==> config.mk <==
export PLATFORM = sky130hd
export DESIGN_NAME = sd_spi_cmd_engine
export DESIGN_NICKNAME = d
export VERILOG_FILES = /design/src/rtl/sd_spi_cmd_engine.sv
export SDC_FILE = /design/constraint.sdc
export NUM_CORES = 1
export LEC_CHECK = 0
export CORE_UTILIZATION = 54
export CTS_BUF_LIST = sky130_fd_sc_hd__clkbuf_8
export DETAILED_ROUTE_END_ITERATION = 8
export GPL_TIMING_DRIVEN = 0
export PLACE_DENSITY_LB_ADDON = 0.05
export SYNTH_ARGS = -nofsm -noshare
export SYNTH_HDL_FRONTEND = slang
export SYNTH_SLANG_ARGS = --single-unit
==> constraint.sdc <==
create_clock -name clk -period 3.1 [get_ports clk]
set_input_delay 0.465 -clock clk [delete_from_list [all_inputs] [get_ports clk]]
set_output_delay 0.465 -clock clk [all_outputs]
set_load 0.01 [all_outputs]
==> src/rtl/sd_spi_cmd_engine.sv <==
// sd_spi_cmd_engine
//   SD-card command/response engine for SPI mode. Takes one command (index +
//   argument), appends CRC7, shifts out the 48-bit frame, polls for R1, grabs
//   0..4 extra response bytes and optionally receives one data block that is
//   streamed out a byte at a time. Includes its own mode-0 shifter and sclk
//   divider.
//
// Ports
//   clk, rst                  system clock, asynchronous active-low reset
//   cmd_valid / cmd_ready     request handshake (accepted when both high)
//   dummy                     request is DUMMY_BYTES of 0xFF with ss_n high
//   fast                      sclk half-period DIV_FAST instead of DIV_SLOW
//   cmd_idx, cmd_arg          command fields
//   resp_len                  extra response bytes after R1 (5..7 act as 4)
//   data_rd                   expect a data block after the response
//   done                      one-cycle completion pulse
//   err                       0 ok, 1 R1 timeout, 2 token timeout, 3 error token
//   r1, resp                  received response, held until next accept
//   dout, dout_valid          data block bytes, one pulse per byte
//   spi_ss_n, spi_sclk, spi_mosi, spi_miso   card pins
//
// DIV_FAST and DIV_SLOW must be >= 2: the next byte is handed to the shifter
// during the high phase of the previous byte's last bit.
module sd_spi_cmd_engine #(
    parameter int DIV_SLOW    = 125,
    parameter int DIV_FAST    = 2,
    parameter int NCR_MAX     = 16,
    parameter int TOKEN_MAX   = 4096,
    parameter int BLOCK_LEN   = 512,
    parameter int DUMMY_BYTES = 10
) (
    input  logic        clk,
    input  logic        rst,
    input  logic        cmd_valid,
    output logic        cmd_ready,
    input  logic        dummy,
    input  logic        fast,
    input  logic [5:0]  cmd_idx,
    input  logic [31:0] cmd_arg,
    input  logic [2:0]  resp_len,
    input  logic        data_rd,
    output logic        done,
    output logic [1:0]  err,
    output logic [7:0]  r1,
    output logic [31:0] resp,
    output logic [7:0]  dout,
    output logic        dout_valid,
    output logic        spi_ss_n,
    output logic        spi_sclk,
    output logic        spi_mosi,
    input  logic        spi_miso
);
    localparam int DIV_MAX = (DIV_SLOW > DIV_FAST) ? DIV_SLOW : DIV_FAST;
    localparam int DW      = $clog2(DIV_MAX + 1);
    localparam int CNT_A   = (TOKEN_MAX > BLOCK_LEN) ? TOKEN_MAX : BLOCK_LEN;
    localparam int CNT_B   = (NCR_MAX > DUMMY_BYTES) ? NCR_MAX : DUMMY_BYTES;
    localparam int CNT_MAX = (CNT_A > CNT_B) ? CNT_A : CNT_B;
    localparam int CW      = $clog2(CNT_MAX + 1);

    typedef enum logic [3:0] {
        S_IDLE, S_DUMMY, S_SEND, S_NCR, S_RESP, S_TOKEN,
        S_DATA, S_CRC, S_TAIL, S_FIN, S_DONE
    } state_t;

    // CRC7 (x^7 + x^3 + 1, init 0) over the first five frame bytes
    function automatic logic [6:0] crc7(input logic [39:0] msg);
        logic [6:0] c;
        logic       fb;
        c = '0;
        for (int i = 39; i >= 0; i--) begin
            fb = msg[i] ^ c[6];
            c  = {c[5:0], 1'b0};
            if (fb) c = c ^ 7'h09;
        end
        return c;
    endfunction

    // control state
    state_t          state_reg;
    logic [CW-1:0]   cnt_reg;
    logic [39:0]     frame_reg;
    logic [2:0]      rlen_reg;
    logic            data_rd_reg, fast_reg;
    logic            ss_n_reg, cmd_ready_reg, done_reg;
    logic [1:0]      err_reg;
    logic [7:0]      r1_reg;
    logic [31:0]     resp_reg;
    logic            start_reg;
    logic [7:0]      tx_byte_reg;

    // byte shifter state
    logic            eng_busy_reg, sclk_reg, mosi_reg;
    logic [DW-1:0]   div_cnt_reg;
    logic [2:0]      bit_cnt_reg;
    logic [7:0]      tx_sh_reg;
    logic [6:0]      rx_sh_reg;
    logic            rx_valid_reg;
    logic [7:0]      rx_byte_reg;
    logic            pend_reg;
    logic [7:0]      pend_byte_reg;
    logic [7:0]      dout_reg;
    logic            dout_valid_reg;

    logic [DW-1:0]   div_last;
    logic [7:0]      next_byte;
    logic            in_data;

    assign div_last  = fast_reg ? DW'(DIV_FAST - 1) : DW'(DIV_SLOW - 1);
    assign next_byte = start_reg ? tx_byte_reg : pend_byte_reg;
    assign in_data   = (state_reg == S_DATA);

    // Mode-0 shifter. A start while busy is parked in pend_reg and picked up
    // at the final falling edge so consecutive bytes run without a gap.
    always_ff @(posedge clk or negedge rst) begin
        if (!rst) begin
            eng_busy_reg   <= 1'b0;
            sclk_reg       <= 1'b0;
            mosi_reg       <= 1'b1;
            div_cnt_reg    <= '0;
            bit_cnt_reg    <= '0;
            tx_sh_reg      <= 8'hFF;
            rx_sh_reg      <= '0;
            rx_valid_reg   <= 1'b0;
            rx_byte_reg    <= '0;
            pend_reg       <= 1'b0;
            pend_byte_reg  <= 8'hFF;
            dout_reg       <= '0;
            dout_valid_reg <= 1'b0;
        end else begin
            rx_valid_reg   <= 1'b0;
            dout_valid_reg <= 1'b0;
            if (!eng_busy_reg) begin
                if (start_reg) begin
                    eng_busy_reg <= 1'b1;
                    tx_sh_reg    <= tx_byte_reg;
                    mosi_reg     <= tx_byte_reg[7];
                    div_cnt_reg  <= '0;
                    bit_cnt_reg  <= '0;
                end
            end else begin
                if (start_reg) begin
                    pend_reg      <= 1'b1;
                    pend_byte_reg <= tx_byte_reg;
                end
                if (div_cnt_reg == div_last) begin
                    div_cnt_reg <= '0;
                    if (!sclk_reg) begin
                        sclk_reg  <= 1'b1;
                        rx_sh_reg <= {rx_sh_reg[5:0], spi_miso};
                        if (bit_cnt_reg == 3'd7) begin
                            rx_valid_reg <= 1'b1;
                            rx_byte_reg  <= {rx_sh_reg, spi_miso};
                            if (in_data) begin
                                dout_reg       <= {rx_sh_reg, spi_miso};
                                dout_valid_reg <= 1'b1;
                            end
                        end
                    end else begin
                        sclk_reg    <= 1'b0;
                        bit_cnt_reg <= bit_cnt_reg + 3'd1;
                        if (bit_cnt_reg != 3'd7) begin
                            mosi_reg  <= tx_sh_reg[6];
                            tx_sh_reg <= {tx_sh_reg[6:0], 1'b1};
                        end else if (start_reg || pend_reg) begin
                            tx_sh_reg <= next_byte;
                            mosi_reg  <= next_byte[7];
                            pend_reg  <= 1'b0;
                        end else begin
                            eng_busy_reg <= 1'b0;
                            mosi_reg     <= 1'b1;
                        end
                    end
                end else begin
                    div_cnt_reg <= div_cnt_reg + DW'(1);
                end
            end
        end
    end

    // Transaction sequencer. Every decision is taken on rx_valid_reg, i.e.
    // early in the high phase of a byte's last bit, and the following byte is
    // requested immediately.
    always_ff @(posedge clk or negedge rst) begin
        if (!rst) begin
            state_reg     <= S_IDLE;
            cnt_reg       <= '0;
            frame_reg     <= '0;
            rlen_reg      <= '0;
            data_rd_reg   <= 1'b0;
            fast_reg      <= 1'b0;
            ss_n_reg      <= 1'b1;
            cmd_ready_reg <= 1'b1;
            done_reg      <= 1'b0;
            err_reg       <= '0;
            r1_reg        <= '0;
            resp_reg      <= '0;
            start_reg     <= 1'b0;
            tx_byte_reg   <= 8'hFF;
        end else begin
            start_reg <= 1'b0;
            case (state_reg)
                S_IDLE: if (cmd_valid) begin
                    cmd_ready_reg <= 1'b0;
                    fast_reg      <= fast;
                    rlen_reg      <= (resp_len > 3'd4) ? 3'd4 : resp_len;
                    data_rd_reg   <= data_rd;
                    err_reg       <= '0;
                    r1_reg        <= '0;
                    resp_reg      <= '0;
                    cnt_reg       <= '0;
                    start_reg     <= 1'b1;
                    if (dummy) begin
                        tx_byte_reg <= 8'hFF;
                        state_reg   <= S_DUMMY;
                    end else begin
                        ss_n_reg    <= 1'b0;
                        tx_byte_reg <= {2'b01, cmd_idx};
                        frame_reg   <= {cmd_arg, crc7({2'b01, cmd_idx, cmd_arg}), 1'b1};
                        state_reg   <= S_SEND;
                    end
                end
                S_DUMMY: if (rx_valid_reg) begin
                    if (cnt_reg == CW'(DUMMY_BYTES - 1)) begin
                        state_reg <= S_FIN;
                    end else begin
                        cnt_reg   <= cnt_reg + CW'(1);
                        start_reg <= 1'b1;
                    end
                end
                S_SEND: if (rx_valid_reg) begin
                    start_reg <= 1'b1;
                    if (cnt_reg == CW'(5)) begin
                        cnt_reg     <= '0;
                        tx_byte_reg <= 8'hFF;
                        state_reg   <= S_NCR;
                    end else begin
                        cnt_reg     <= cnt_reg + CW'(1);
                        tx_byte_reg <= frame_reg[39:32];
                        frame_reg   <= {frame_reg[31:0], 8'hFF};
                    end
                end
                S_NCR: if (rx_valid_reg) begin
                    start_reg <= 1'b1;
                    if (!rx_byte_reg[7]) begin
                        r1_reg  <= rx_byte_reg;
                        cnt_reg <= '0;
                        if (rlen_reg != 3'd0) state_reg <= S_RESP;
                        else                  state_reg <= data_rd_reg ? S_TOKEN : S_TAIL;
                    end else if (cnt_reg == CW'(NCR_MAX - 1)) begin
                        err_reg   <= 2'd1;
                        state_reg <= S_TAIL;
                    end else begin
                        cnt_reg <= cnt_reg + CW'(1);
                    end
                end
                S_RESP: if (rx_valid_reg) begin
                    start_reg <= 1'b1;
                    resp_reg  <= {resp_reg[23:0], rx_byte_reg};
                    if (cnt_reg == CW'(rlen_reg - 3'd1)) begin
                        cnt_reg   <= '0;
                        state_reg <= data_rd_reg ? S_TOKEN : S_TAIL;
                    end else begin
                        cnt_reg <= cnt_reg + CW'(1);
                    end
                end
                S_TOKEN: if (rx_valid_reg) begin
                    start_reg <= 1'b1;
                    if (rx_byte_reg == 8'hFE) begin
                        cnt_reg   <= '0;
                        state_reg <= S_DATA;
                    end else if (rx_byte_reg != 8'hFF) begin
                        err_reg   <= 2'd3;
                        state_reg <= S_TAIL;
                    end else if (cnt_reg == CW'(TOKEN_MAX - 1)) begin
                        err_reg   <= 2'd2;
                        state_reg <= S_TAIL;
                    end else begin
                        cnt_reg <= cnt_reg + CW'(1);
                    end
                end
                S_DATA: if (rx_valid_reg) begin
                    start_reg <= 1'b1;
                    if (cnt_reg == CW'(BLOCK_LEN - 1)) begin
                        cnt_reg   <= '0;
                        state_reg <= S_CRC;
                    end else begin
                        cnt_reg <= cnt_reg + CW'(1);
                    end
                end
                S_CRC: if (rx_valid_reg) begin
                    start_reg <= 1'b1;
                    if (cnt_reg == CW'(1)) state_reg <= S_TAIL;
                    else                   cnt_reg   <= cnt_reg + CW'(1);
                end
                S_TAIL: if (rx_valid_reg) begin
                    state_reg <= S_FIN;
                end
                // wait for the last byte's falling edge before releasing ss_n
                S_FIN: if (!eng_busy_reg) begin
                    ss_n_reg  <= 1'b1;
                    done_reg  <= 1'b1;
                    state_reg <= S_DONE;
                end
                S_DONE: begin
                    done_reg      <= 1'b0;
                    cmd_ready_reg <= 1'b1;
                    state_reg     <= S_IDLE;
                end
                default: state_reg <= S_IDLE;
            endcase
        end
    end

    assign cmd_ready  = cmd_ready_reg;
    assign done       = done_reg;
    assign err        = err_reg;
    assign r1         = r1_reg;
    assign resp       = resp_reg;
    assign dout       = dout_reg;
    assign dout_valid = dout_valid_reg;
    assign spi_ss_n   = ss_n_reg;
    assign spi_sclk   = sclk_reg;
    assign spi_mosi   = mosi_reg;
endmodule

==> results.json <==
{
  "fin_util": 0.664,
  "cp_cell_sequence": "clkdlybuf4s50_1, xor2_1, xor2_1, xnor3_2, xor3_2, xnor3_1, a21oi_1",
  "fin_crit_ns": 2.80,
  "finalCritPeriodShare": 0.903,
  "start_util": 0.552,
  "row_count": 46,
  "setup.worst_path.start_class": "input pin",
  "endpoint_kind": "flop",
  "report.final.slew_viol_count": 0,
  "cts_tree": "done",
  "syn_to_final_growth_pct": 20.2,
  "layout.nets": 1087,
  "holdBufCountCts": 0,
  "p_leak_nw": 4.41,
  "hold_class": "input pin to async pin",
  "dieHeight_um": 129,
  "grt_max_degree": 89,
  "synth-seq-area-share": 0.487,
  "ys_seq_elements": 169,
  "die_w_um": 129,
  "clock-root-buffer": "clkbuf_8",
  "antenna_cells": 0,
  "synthCells": 910,
  "grt_overflow": 0,
  "core_um2": 15800,
  "worst_slew_pin_slew_ns": 0.896,
  "hpwlAfterDp_um": 14800,
  "max_clock_freq_mhz": 357,
  "setup_viol": 0,
  "ys_warn_count": 0,
  "critPathMaxFanout": 3,
  "cts_buffer_depth": 2,
  "clk_pin_slew_ns": 0.09,
  "dr.pass1.iters": 5,
  "via_count": 7005,
  "cts_sinks": 169,
  "die-area_um2": 16700,
  "crit_slowest_cell": "clkdlybuf4s50_1",
  "final_cell_mix": "nand2_1, dfrtp_1, clkdlybuf4s50_1, o21ai_0, nor2_1",
  "place.gp.congestion": 0.892,
  "cp_data_required_time_ns": 3.50,
  "async_flop_share": 1.00,
  "synth_edf_count": 0,
  "grt_pass1_vias": 6694,
  "ys_types": 66,
  "crit_top_cell": "xor2_1",
  "clock_skew_ns": 0.0154,
  "rsz0062_at_grt": "no",
  "largest_register_ffs": 40,
  "synth_area_um2": 8740,
  "arrival_ns": 3.20,
  "place_ws_ns": -0.117,
  "drt-vias-per-instance": 5.56,
  "setup_ws_ns": 0.300,
  "io_buffers": 102,
  "cts_inserted_buffers": 17,
  "vdd_ir_drop_max_mv": 0.527,
  "cts_htree_levels": 4,
  "maxSlewHeadroom": 0.397,
  "final_layout_size_suffix_gt1_frac": 0.122,
  "grt_pass1_wl_um": 33500,
  "synth.avg_cell_area_um2": 9.61,
  "powerDensity_nw_per_um2": 439,
  "final_antenna_net_count": 0,
  "drc_errors": 0,
  "finalHoldViolCount": 0,
  "worstSetupPathType": "input pin to flop",
  "synth_nets": 965,
  "cap_violations": 0,
  "grt_util_all_layers": 0.258,
  "clk_latency_ns": 0.47,
  "max_stage_delay_ns": 0.53,
  "synth_flop_cell": "dfrtp_1",
  "final_common_cell": "nand2_1",
  "ios": 104,
  "wl_per_cell_um": 16.0,
  "antenna_found_initial": 0,
  "routed_wl_um": 20200,
  "status": "finished clean",
  "drt_iter0_drc": 387
}
## cell families (layout without fill, tap and decap cells)
group / Yosys count / count (layout) / share of synthesized area
simple gates: 355 / 355 / 0.181
compound gates: 206 / 206 / 0.147
flops: 169 / 169 / 0.487
buf+inv: 69 / 204 / 0.0319
xor+xnor: 62 / 62 / 0.0899
mux: 41 / 41 / 0.0527
fa+ha+maj: 7 / 7 / 0.0100
other cells: 1 / 1 / 0.000429
## report_power, final
group	switching [mW]	internal, mW	total (mW)
clock network	0.798	0.890	1.69
registers	0.000647	2.20	2.21
logic	0.314	0.410	0.724
## cells in the mapped netlist, drive strengths merged (5+ instances only)
cell / instances / area, um2
nor3: 8 / 40.0
dfstp: 26 / 683
buf: 13 / 68.8
xnor2: 34 / 298
o21ai: 77 / 389
a21oi: 32 / 175
or2: 8 / 50.1
xor2: 11 / 96.3
a31oi: 37 / 231
nand3: 18 / 90.1
nor2: 70 / 263
clkbuf: 40 / 150
dfrtp: 143 / 3580
xnor3: 15 / 343
nand3b: 6 / 45.0
inv: 16 / 60.1
o221ai: 6 / 52.6
o22ai: 13 / 81.3
mux2: 40 / 450
o211ai: 15 / 113
nand4: 7 / 43.8
nor2b: 8 / 50.1
and3: 5 / 31.3
ha: 7 / 87.6
nand2b: 10 / 62.6
o31ai: 6 / 45.0
nand2: 195 / 732
## path summary, 6_finish.rpt
| path | start | endpoint | slack, ns | depth (start not counted) |
|---|---|---|---|---|
| worst min-delay path | rst | resp[22] | 0.001 | 1 |
| worst max-delay path | cmd_idx[5] | frame_reg[4] | 0.30 | 7 |
| worst min register to register | frame_reg[0] | frame_reg[0] | 0.48 | 1 |
| max in group asynchronous | rst | pend_byte_reg[0] | 2.25 | 2 |
| worst max register to register | cnt_reg[9] | state_reg[0] | 0.34 | 6 |
| min in group clk | frame_reg[0] | frame_reg[0] | 0.48 | 1 |
## critical path, delay by kind of cell
kind | cells | cell delay (ns)
AO/OA/AOI/OAI | 1 | 0.14
XOR/XNOR | 5 | 2.06
buffers and inverters | 1 | 0.53
## metrics by stage
step | setup TNS, ns | cells | hold slack, ns | power, mW | area (um2)
after floorplan | 0 | 910 | 0.169 | 2.76 | 8740
after global placement | -840.26 | 1228 | 0.458 | 2.96 | 10000
after detailed placement | -0.127 | 1229 | 0.451 | 2.97 | 10100
after CTS | 0 | 1261 | 0.0185 | 4.65 | 10500
after global routing | 0 | 1261 | 0.0225 | 4.80 | 10500
final | 0 | 1261 | 0.00128 | 4.62 | 10500
## layout make-up
class / instances / area (um2)
fill: 1349 / 5310
sequential: 169 / 4260
multi-input combinational: 672 / 4220
timing repair buffer: 103 / 1050
tap: 216 / 270
clock buffer: 18 / 248
buffer: 53 / 219
clock inverter: 14 / 183
inverter: 16 / 60.1
## per-layer routing
layer  vias to the layer above  track usage  routed length [um]
met4                         0       0.0692                 203
li1                       3434            -                   -
met2                       141        0.403                9560
met3                        20       0.0504                 841
met5                         -            0                   0
met1                      3410        0.369                9580
## timing repair
item,CTS,global route
setup endpoints to repair,0,48
buffers inserted,0,0
resized for setup,0,2
No activity file was read; power rests on OpenSTA's default activity.
